[config.mk]
export PLATFORM = sky130hd
export DESIGN_NAME = pc_gen
export DESIGN_NICKNAME = d
export VERILOG_FILES = /design/src/rtl/pc_gen_pkg.sv /design/src/rtl/pc_redirect_buf.sv /design/src/rtl/pc_gen.sv
export SDC_FILE = /design/constraint.sdc
export NUM_CORES = 1
export LEC_CHECK = 0
export ABC_AREA = 0
export BUFFER_PORTS_ARGS = -buffer_cell sky130_fd_sc_hd__buf_4
export CAP_MARGIN = 20
export CORE_MARGIN = 3
export CORE_UTILIZATION = 46
export CTS_CLUSTER_DIAMETER = 80
export DETAILED_ROUTE_END_ITERATION = 10
export PLACE_DENSITY = 0.74
export RECOVER_POWER = 25
export SLEW_MARGIN = 20
export SYNTH_ARGS = -nofsm -noshare
export SYNTH_HDL_FRONTEND = slang
export SYNTH_SLANG_ARGS = --single-unit
export TNS_END_PERCENT = 20
[constraint.sdc]
create_clock -name clk -period 2.24 [get_ports clk]
set_clock_uncertainty 0.15 [all_clocks]
set_input_delay 0.448 -clock clk [delete_from_list [all_inputs] [get_ports clk]]
set_output_delay 0.448 -clock clk [all_outputs]
set_load 0.02 [all_outputs]
[src/rtl/pc_gen_pkg.sv]
// Shared definitions for the program-counter generator: FSM state encoding,
// sequential step sizes and the target-alignment mask helper.
package pc_gen_pkg;

  typedef enum logic [1:0] {
    ST_BOOT   = 2'd0,
    ST_RUN    = 2'd1,
    ST_DRAIN  = 2'd2,
    ST_HALTED = 2'd3
  } pc_state_e;

  localparam int unsigned STEP_WORD = 4;
  localparam int unsigned STEP_HALF = 2;

  // Low PC bits that must be zero in an applied target: bit[0] when 16-bit
  // instructions exist, bits[1:0] otherwise.
  function automatic logic [1:0] low_mask(input logic has_compressed);
    return has_compressed ? 2'b01 : 2'b11;
  endfunction

endpackage

[src/rtl/pc_redirect_buf.sv]
// Redirect target selection (trap over branch), alignment, and the single-entry
// pending-redirect buffer that holds a target while the fetch request stalls.
module pc_redirect_buf
  import pc_gen_pkg::*;
#(
  parameter int unsigned XLEN           = 32,
  parameter int unsigned HAS_COMPRESSED = 0
) (
  input  logic            clk,
  input  logic            rst_n,
  input  logic            trap_valid,
  input  logic [XLEN-1:0] trap_pc,
  input  logic            redirect_valid,
  input  logic [XLEN-1:0] redirect_pc,
  input  logic            capture_en,
  input  logic            clear,
  output logic            tgt_valid,
  output logic [XLEN-1:0] tgt_pc,
  output logic            tgt_misalign,
  output logic            pend_valid,
  output logic [XLEN-1:0] pend_pc
);

  localparam logic [1:0] LOW_MASK = low_mask(HAS_COMPRESSED != 0);

  logic [XLEN-1:0] raw_pc;

  // Trap wins over a same-cycle branch redirect; the redirect is dropped.
  always_comb begin
    raw_pc = trap_valid ? trap_pc : redirect_pc;
  end

  assign tgt_valid    = trap_valid | redirect_valid;
  assign tgt_pc       = {raw_pc[XLEN-1:2], raw_pc[1:0] & ~LOW_MASK};
  assign tgt_misalign = |(raw_pc[1:0] & LOW_MASK);

  // Pending entry: cleared by any accept, newest stalled target overwrites.
  always_ff @(posedge clk) begin
    if (!rst_n) begin
      pend_valid <= 1'b0;
      pend_pc    <= '0;
    end else if (clear) begin
      pend_valid <= 1'b0;
    end else if (capture_en && tgt_valid) begin
      pend_valid <= 1'b1;
      pend_pc    <= tgt_pc;
    end
  end

endmodule

[src/rtl/pc_gen.sv]
// Program-counter generator for the fetch stage: reset vector, valid/ready
// handshake with stall hold, prioritised redirects and halt/resume control.
//
//  state  | meaning
//  BOOT   | first cycle after reset, no request offered
//  RUN    | requests offered, PC advances on accept
//  DRAIN  | halt seen, finishing the outstanding request
//  HALTED | no requests; redirects load the PC directly
module pc_gen
  import pc_gen_pkg::*;
#(
  parameter int unsigned     XLEN           = 32,
  parameter logic [XLEN-1:0] RESET_VECTOR   = '0,
  parameter int unsigned     HAS_COMPRESSED = 0
) (
  input  logic            clk,
  input  logic            rst_n,
  output logic            fetch_valid,
  input  logic            fetch_ready,
  output logic [XLEN-1:0] fetch_pc,
  input  logic            seq_half,
  input  logic            redirect_valid,
  input  logic [XLEN-1:0] redirect_pc,
  input  logic            trap_valid,
  input  logic [XLEN-1:0] trap_pc,
  input  logic            halt_req,
  input  logic            resume_req,
  output logic            halted,
  output logic            misalign_flag
);

  pc_state_e       state;
  logic            accept;
  logic            active;
  logic            tgt_valid;
  logic [XLEN-1:0] tgt_pc;
  logic            tgt_misalign;
  logic            pend_valid;
  logic [XLEN-1:0] pend_pc;
  logic [XLEN-1:0] step;

  assign accept = fetch_valid & fetch_ready;
  assign active = (state == ST_RUN) || (state == ST_DRAIN);
  assign step   = ((HAS_COMPRESSED != 0) && seq_half) ? XLEN'(STEP_HALF)
                                                      : XLEN'(STEP_WORD);

  pc_redirect_buf #(
    .XLEN           (XLEN),
    .HAS_COMPRESSED (HAS_COMPRESSED)
  ) u_redirect_buf (
    .clk            (clk),
    .rst_n          (rst_n),
    .trap_valid     (trap_valid),
    .trap_pc        (trap_pc),
    .redirect_valid (redirect_valid),
    .redirect_pc    (redirect_pc),
    .capture_en     (active && !accept),
    .clear          (accept),
    .tgt_valid      (tgt_valid),
    .tgt_pc         (tgt_pc),
    .tgt_misalign   (tgt_misalign),
    .pend_valid     (pend_valid),
    .pend_pc        (pend_pc)
  );

  // Fetch FSM with registered handshake/status outputs and the PC adder.
  always_ff @(posedge clk) begin
    if (!rst_n) begin
      state         <= ST_BOOT;
      fetch_pc      <= RESET_VECTOR;
      fetch_valid   <= 1'b0;
      halted        <= 1'b0;
      misalign_flag <= 1'b0;
    end else begin
      misalign_flag <= 1'b0;
      case (state)
        ST_BOOT: begin
          state       <= ST_RUN;
          fetch_valid <= 1'b1;
        end
        ST_RUN, ST_DRAIN: begin
          if (accept) begin
            if (tgt_valid)       fetch_pc <= tgt_pc;
            else if (pend_valid) fetch_pc <= pend_pc;
            else                 fetch_pc <= fetch_pc + step;
          end
          // Flag on capture, whether the target lands in the PC or in pending.
          if (tgt_valid) misalign_flag <= tgt_misalign;
          if (state == ST_RUN) begin
            if (halt_req) state <= ST_DRAIN;
          end else if (accept) begin
            state       <= ST_HALTED;
            fetch_valid <= 1'b0;
            halted      <= 1'b1;
          end
        end
        ST_HALTED: begin
          if (tgt_valid) begin
            fetch_pc      <= tgt_pc;
            misalign_flag <= tgt_misalign;
          end
          if (trap_valid || resume_req) begin
            state       <= ST_RUN;
            fetch_valid <= 1'b1;
            halted      <= 1'b0;
          end
        end
        default: begin
          state       <= ST_BOOT;
          fetch_valid <= 1'b0;
          halted      <= 1'b0;
        end
      endcase
    end
  end

endmodule

# --- Yosys cells after proc, flatten, opt, wreduce, memory -nomap -nowiden ---
# Cells that the tools add are included.
totals:
  elab_cells: 57
  reg_bits: 68
  in_bits: 72
  output_inout_bits: 35
classes:
  n_eq_ne: 9
  n_reduce_logical: 17
  n_mux: 19
  addsub: 1
  bitwise_logic: 4
ops:
  columns: ["operator", "count"]
  rows:
  - ["$mux 32", 5]
  - ["$pmux 32 s2", 1]
  - ["$add 32x3->32 const B", 1]
  - ["$reduce_and 3->1", 4]
  - ["$mux 2", 4]
  - ["$mux 1", 6]
  - ["$ne 2x2->1 const B", 3]
  - ["$ne 3x3->1 const B", 2]
  - ["$pmux 2 s3", 1]
  - ["$reduce_or 2->1", 3]
  - ["$eq 2x2->1 const B", 2]
  - ["$reduce_and 4->1", 1]
  - ["$pmux 1 s3", 1]
  - ["$reduce_or 3->1", 1]
  - ["$eq 2x1->1 const B", 1]
  - ["$logic_and 1x1->1", 2]
  - ["$logic_not 2->1", 1]
  - ["$logic_or 1x1->1", 2]
  - ["$ne 2x1->1 const B", 1]
  - ["$not 1->1", 2]
  - ["$pmux 1 s2", 1]
  - ["$reduce_and 2->1", 1]
  - ["$reduce_bool 2->1", 1]
  - ["$and 1x1->1", 1]
  - ["other kinds (2)", 2]

# --- Longest topological paths before layout ---
logic_depth:
  word_depth: 5
  mapped_depth: 8
  mapped_depth_nobuf: 7

# --- Modules after synthesis ---
# From an unflattened synthesis, not the netlist that was laid out.
hier_totals:
  cells_unflattened: 527
  hier_area_um2: 4439.3
by_module_without_submodules:
  columns: ["mod", "area_each_um2", "instances", "seq_area_each_um2", "cells_each"]
  rows:
  - ["pc_gen", 2713.9, 1, 740.7, 376]
  - ["pc_redirect_buf", 1725.4, 1, 620.6, 151]

# --- Worst setup path after synthesis ---
# No wires, ideal clock.
synth_path:
  kind: "register -> register"
  start: "register fetch_pc[2]"
  end: "register fetch_pc[14]"
  arrival_time_ns: 1.909
  period_less_slack_ns: 2.178
  setup_ns: 0.119
  slack_ns: 0.062
  stages_incl_launch_ff: 8
  path_buffers: 1
  t_required_ns: 1.971
  cell_sequence: "dfxtp_1 -> ha_1 -> nand3_2 -> or2_1 -> buf_6 -> o311ai_0 -> o21ai_0 -> o221a_2"
synth_between:
  elab_chain_cells: 5
synth_rtl:
  columns: ["element", "line", "source"]
  rows:
  - ["start: declaration", "pc_gen.sv:20", "output logic [XLEN-1:0] fetch_pc,"]
  - ["start signal: assignment", "pc_gen.sv:83", "if (tgt_valid) fetch_pc <= tgt_pc;"]
  - ["start signal: assignment", "pc_gen.sv:84", "else if (pend_valid) fetch_pc <= pend_pc;"]
  - ["start signal: assignment", "pc_gen.sv:85", "else fetch_pc <= fetch_pc + step;"]
  - ["$add 32x3->32", "pc_gen.sv:85", null]
  - ["$mux 32", "pc_gen.sv:84", null]
  - ["$mux 32", "pc_gen.sv:83", null]
  - ["$mux 32", "pc_gen.sv:82", "if (accept) begin"]
  - ["$pmux 32 s2", "pc_gen.sv:76", "case (state)"]
# No other way between the ends. The select of a mux whose other input is x is not followed.
# A chain may end at the register's enable or synchronous reset.

# --- Final worst setup path ---
layout_path:
  start: "register state[1]"
  end: "register fetch_pc[30]"
layout_between:
  elab_chain_cells: 4
  word_cells_on_any_way: 9
  cone_classes: "eq/ne (5); mux (1); reduce/logical (3)"
layout_rtl:
  columns: ["element", "line", "source"]
  rows:
  - ["start: declaration", "pc_gen.sv:32", "pc_state_e state;"]
  - ["start signal: assignment", "pc_gen.sv:69", "state <= ST_BOOT;"]
  - ["start signal: assignment", "pc_gen.sv:78", "state <= ST_RUN;"]
  - ["start signal: assignment", "pc_gen.sv:90", "if (halt_req) state <= ST_DRAIN;"]
  - ["$eq 2x2->1 / $eq 2x1->1 (equally long branches)", "pc_gen.sv:76", null]
  - ["$reduce_or 2->1", "pc_gen.sv:76", null]
  - ["$ne 2x2->1 (no source line) / $reduce_bool 2->1 (equally long branches)", null, null]
  - ["$reduce_and 3->1 (no source line)", null, null]
# Several ways; a longest one is shown, not always the timed one.

==> flow_summary.toml <==
[run_status]
status = "completed"

[synth]
async_flop_share_pct = 0
synthTopCellsByCount = "dfxtp_1, nor2_1, a21oi_1"
yosysMostFrequentCell = "dfxtp_1"
ys_seq_area_share_pct = 33.4
yosys-top-cells-area = "dfxtp_1, mux2i_1, a211oi_1"
yosysTopAreaCellShare_pct = 33.4
synth_edf_count = 0
synth_top_area_cell = "dfxtp_1"
synth-seq-cells = 66
syn_inst = 484
synth_area_um2 = 3950
yosys_most_used_dff = "dfxtp_1"
syn_avg_cell_area_um2 = 8.16
yosys_warnings = 0
synth.distinct_cells = 62

[final_layout]
drive_gt1_share_pct = 27.6
fin_nets = 671
area_growth_pct = 30.9
final_cell_area_um2 = 5170
antenna_cells = 0
fill_cells = 756

[setup_path]
crit_path_max_incr_delay_ns = 0.37
cp_cell_sequence = "inv_1, ha_1, buf_4, a221oi_2, buf_12, o21ai_0, o311ai_2, o311a_1"
critPathRequiredTime_ns = 2.38
critPathKind = "reg -> reg"
cp-start-kind = "flip-flop"
cp_max_fo = 22
r2r_slack_ns = 0.08
slowest_stage = "dfxtp_1"
worst_ep_arrival_time_ns = 2.29
end_kind = "flip-flop"

[clock_network]
clockBufferDepth = 2
cts_tree = "yes"
cts_root_buf = "clkbuf_8"
insertion_delay_ns = 0.35
numClockSinks = 66
post_cts_resized = 0
cts_buffers = 9
cts_setup_buffers = 0
htree_num_levels = 3
clkSlewWorstSetupHoldPaths_ns = 0.07
holdBufCountCts = 0

[routing]
drt-pass1-iter-count = 5
detail_route.wl_per_cell_um = 17.0
antenna_left = 0
via_count = 4229
viasPerCell = 6.02
drc = 0
drt_wl_total_mm = 12.0
first_iter_violations = 262

[global_routing]
antenna_found_initial = 0
grt_max_degree = 47
grt_first_pass_wirelength_mm = 19.8
first_global_vias = 4145
grt_overflow = 0
track_usage_pct = 24.7

[sta]
fin_crit_sh_pct = 96.3
rsz0062_at_grt = "yes"
relSlewSlack_pct = 58.5
finalMaxSlewViolations = 0
worst_slew_pin_slew_ns = 0.622
max_freq_ghz = 0.464
setup_viol = 0
fin_crit_ns = 2.16
timing.hold.ws_ns = 0.268
hold_viol = 0

[power_and_ir_drop]
swShare_pct = 43.0
vdd_ir_drop_max_uv = 729
intPower_mw = 3.52
pwr-share-comb_pct = 49.6
power_density_nw_per_um2 = 1190
power_frac_seq_pct = 33.3
p_switching_mw = 2.65
clockPowerShare_pct = 17.1
p_leak_nw = 2.15

[placement]
dpl.hpwl_mm = 8.41
io_buffers = 103
gp_congestion = 0.886
dpl_cell_area_um2 = 5020

[die]
core_area_um2 = 8300
die_h_um = 98.7
num_rows = 33
dieArea_um2 = 9740
start_util_pct = 47.6
ios = 107
dieWidth_um = 98.7

[hold_path]
worst_hold_path_type = "in -> reg"

[run]
maxCapViolCount = 0
## cells in the final DEF, fill, tap and decap left out, drive strengths merged, types with 4 or more instances in the layout
master and count:
a211oi 36, a21oi 45, a31oi 6, and3 5, and4 4, buf 120, clkbuf 35, dfxtp 66
ha 5, inv 5, mux2 5, mux2i 34, nand2 23, nand2b 4, nand3 6, nand4 12
nor2 62, nor2b 4, nor3 18, nor3b 4, nor4 7, o21ai 30, o221a 10, or3 4
xor2 4
## critical path: cells and delay by family, from the launching register on
| family | cells | cell delay (ns) |
|---|---|---|
| AO/OA/AOI/OAI | 4 | 0.74 |
| buffers and inverters | 3 | 0.48 |
| adder cells (fa/ha/maj) | 1 | 0.36 |
| flip-flops | 1 | 0.37 |
## state kept, by name, indices dropped and copies added (netlist names)
name                       count
fetch_pc                      30
fetch_valid                    1
halted                         1
misalign_flag                  1
state                          2
u_redirect_buf.pend_pc        30
u_redirect_buf.pend_valid      1
## through the flow
step	setup TNS (ns)	instances	total power [mW]	setup slack (ns)	utilization [%]
finish	0	703	6.17	0.0837	62.3
global route	-0.0221	703	6.57	-0.0209	62.3
CTS	0	703	6.25	0.0363	63.0
detailed placement	0	688	5.20	0.000999	60.5
global placement	0	688	5.10	0.0391	60.5
floorplan	0	485	3.96	0.0620	-
## final timing paths
path | to | from | cells past startpoint
max | fetch_pc[30] | state[1] | 8
min | fetch_valid | fetch_ready | 4
max reg2reg | fetch_pc[30] | state[1] | 8
min reg2reg | u_redirect_buf.pend_pc[31] | u_redirect_buf.pend_pc[31] | 2
## logic make-up after synthesis
family | synth area share [%]
DFF | 33.4
AOI/OAI and AO/OA | 28.0
muxes | 10.0
and+or+nand+nor | 20.2
other | 0.0949
adders and majority gates | 1.58
buffers and inverters | 5.54
xor gates and xnor gates | 1.11
## metal layers
layer  wire length [um]  global-route usage (%)  share of wire [%]  up-vias
met4                187                    8.09                1.6        0
met1               5190                    32.5                 43     1977
met2               5660                    40.8                 47      186
met3                927                    4.53                7.7       20
met5                  0                       0                  0        -
li1                   -                       -                  -     2046
## cell type report
class | instances | area (um2) | share of cell area, %
flip-flops and latches | 66 | 1320 | 25.6
repair buffers | 142 | 1030 | 20.0
clock buffers | 13 | 169 | 3.27
clock inverters | 2 | 35.0 | 0.677
well taps | 105 | 131 | 2.54
inverters | 6 | 22.5 | 0.436
multi-input cells | 369 | 2460 | 47.5
## power groups by stage
stage / Sequential, mW / Clock (mW) / Combinational, mW
CTS: 2.04 / 1.05 / 3.15
floorplan: 2.33 / 0 / 1.63
global placement: 2.04 / 0 / 3.06
detailed placement: 2.06 / 0 / 3.14
global route: 2.12 / 1.10 / 3.35
finish: 2.05 / 1.06 / 3.06
No activity file was read; power rests on OpenSTA's default activity.
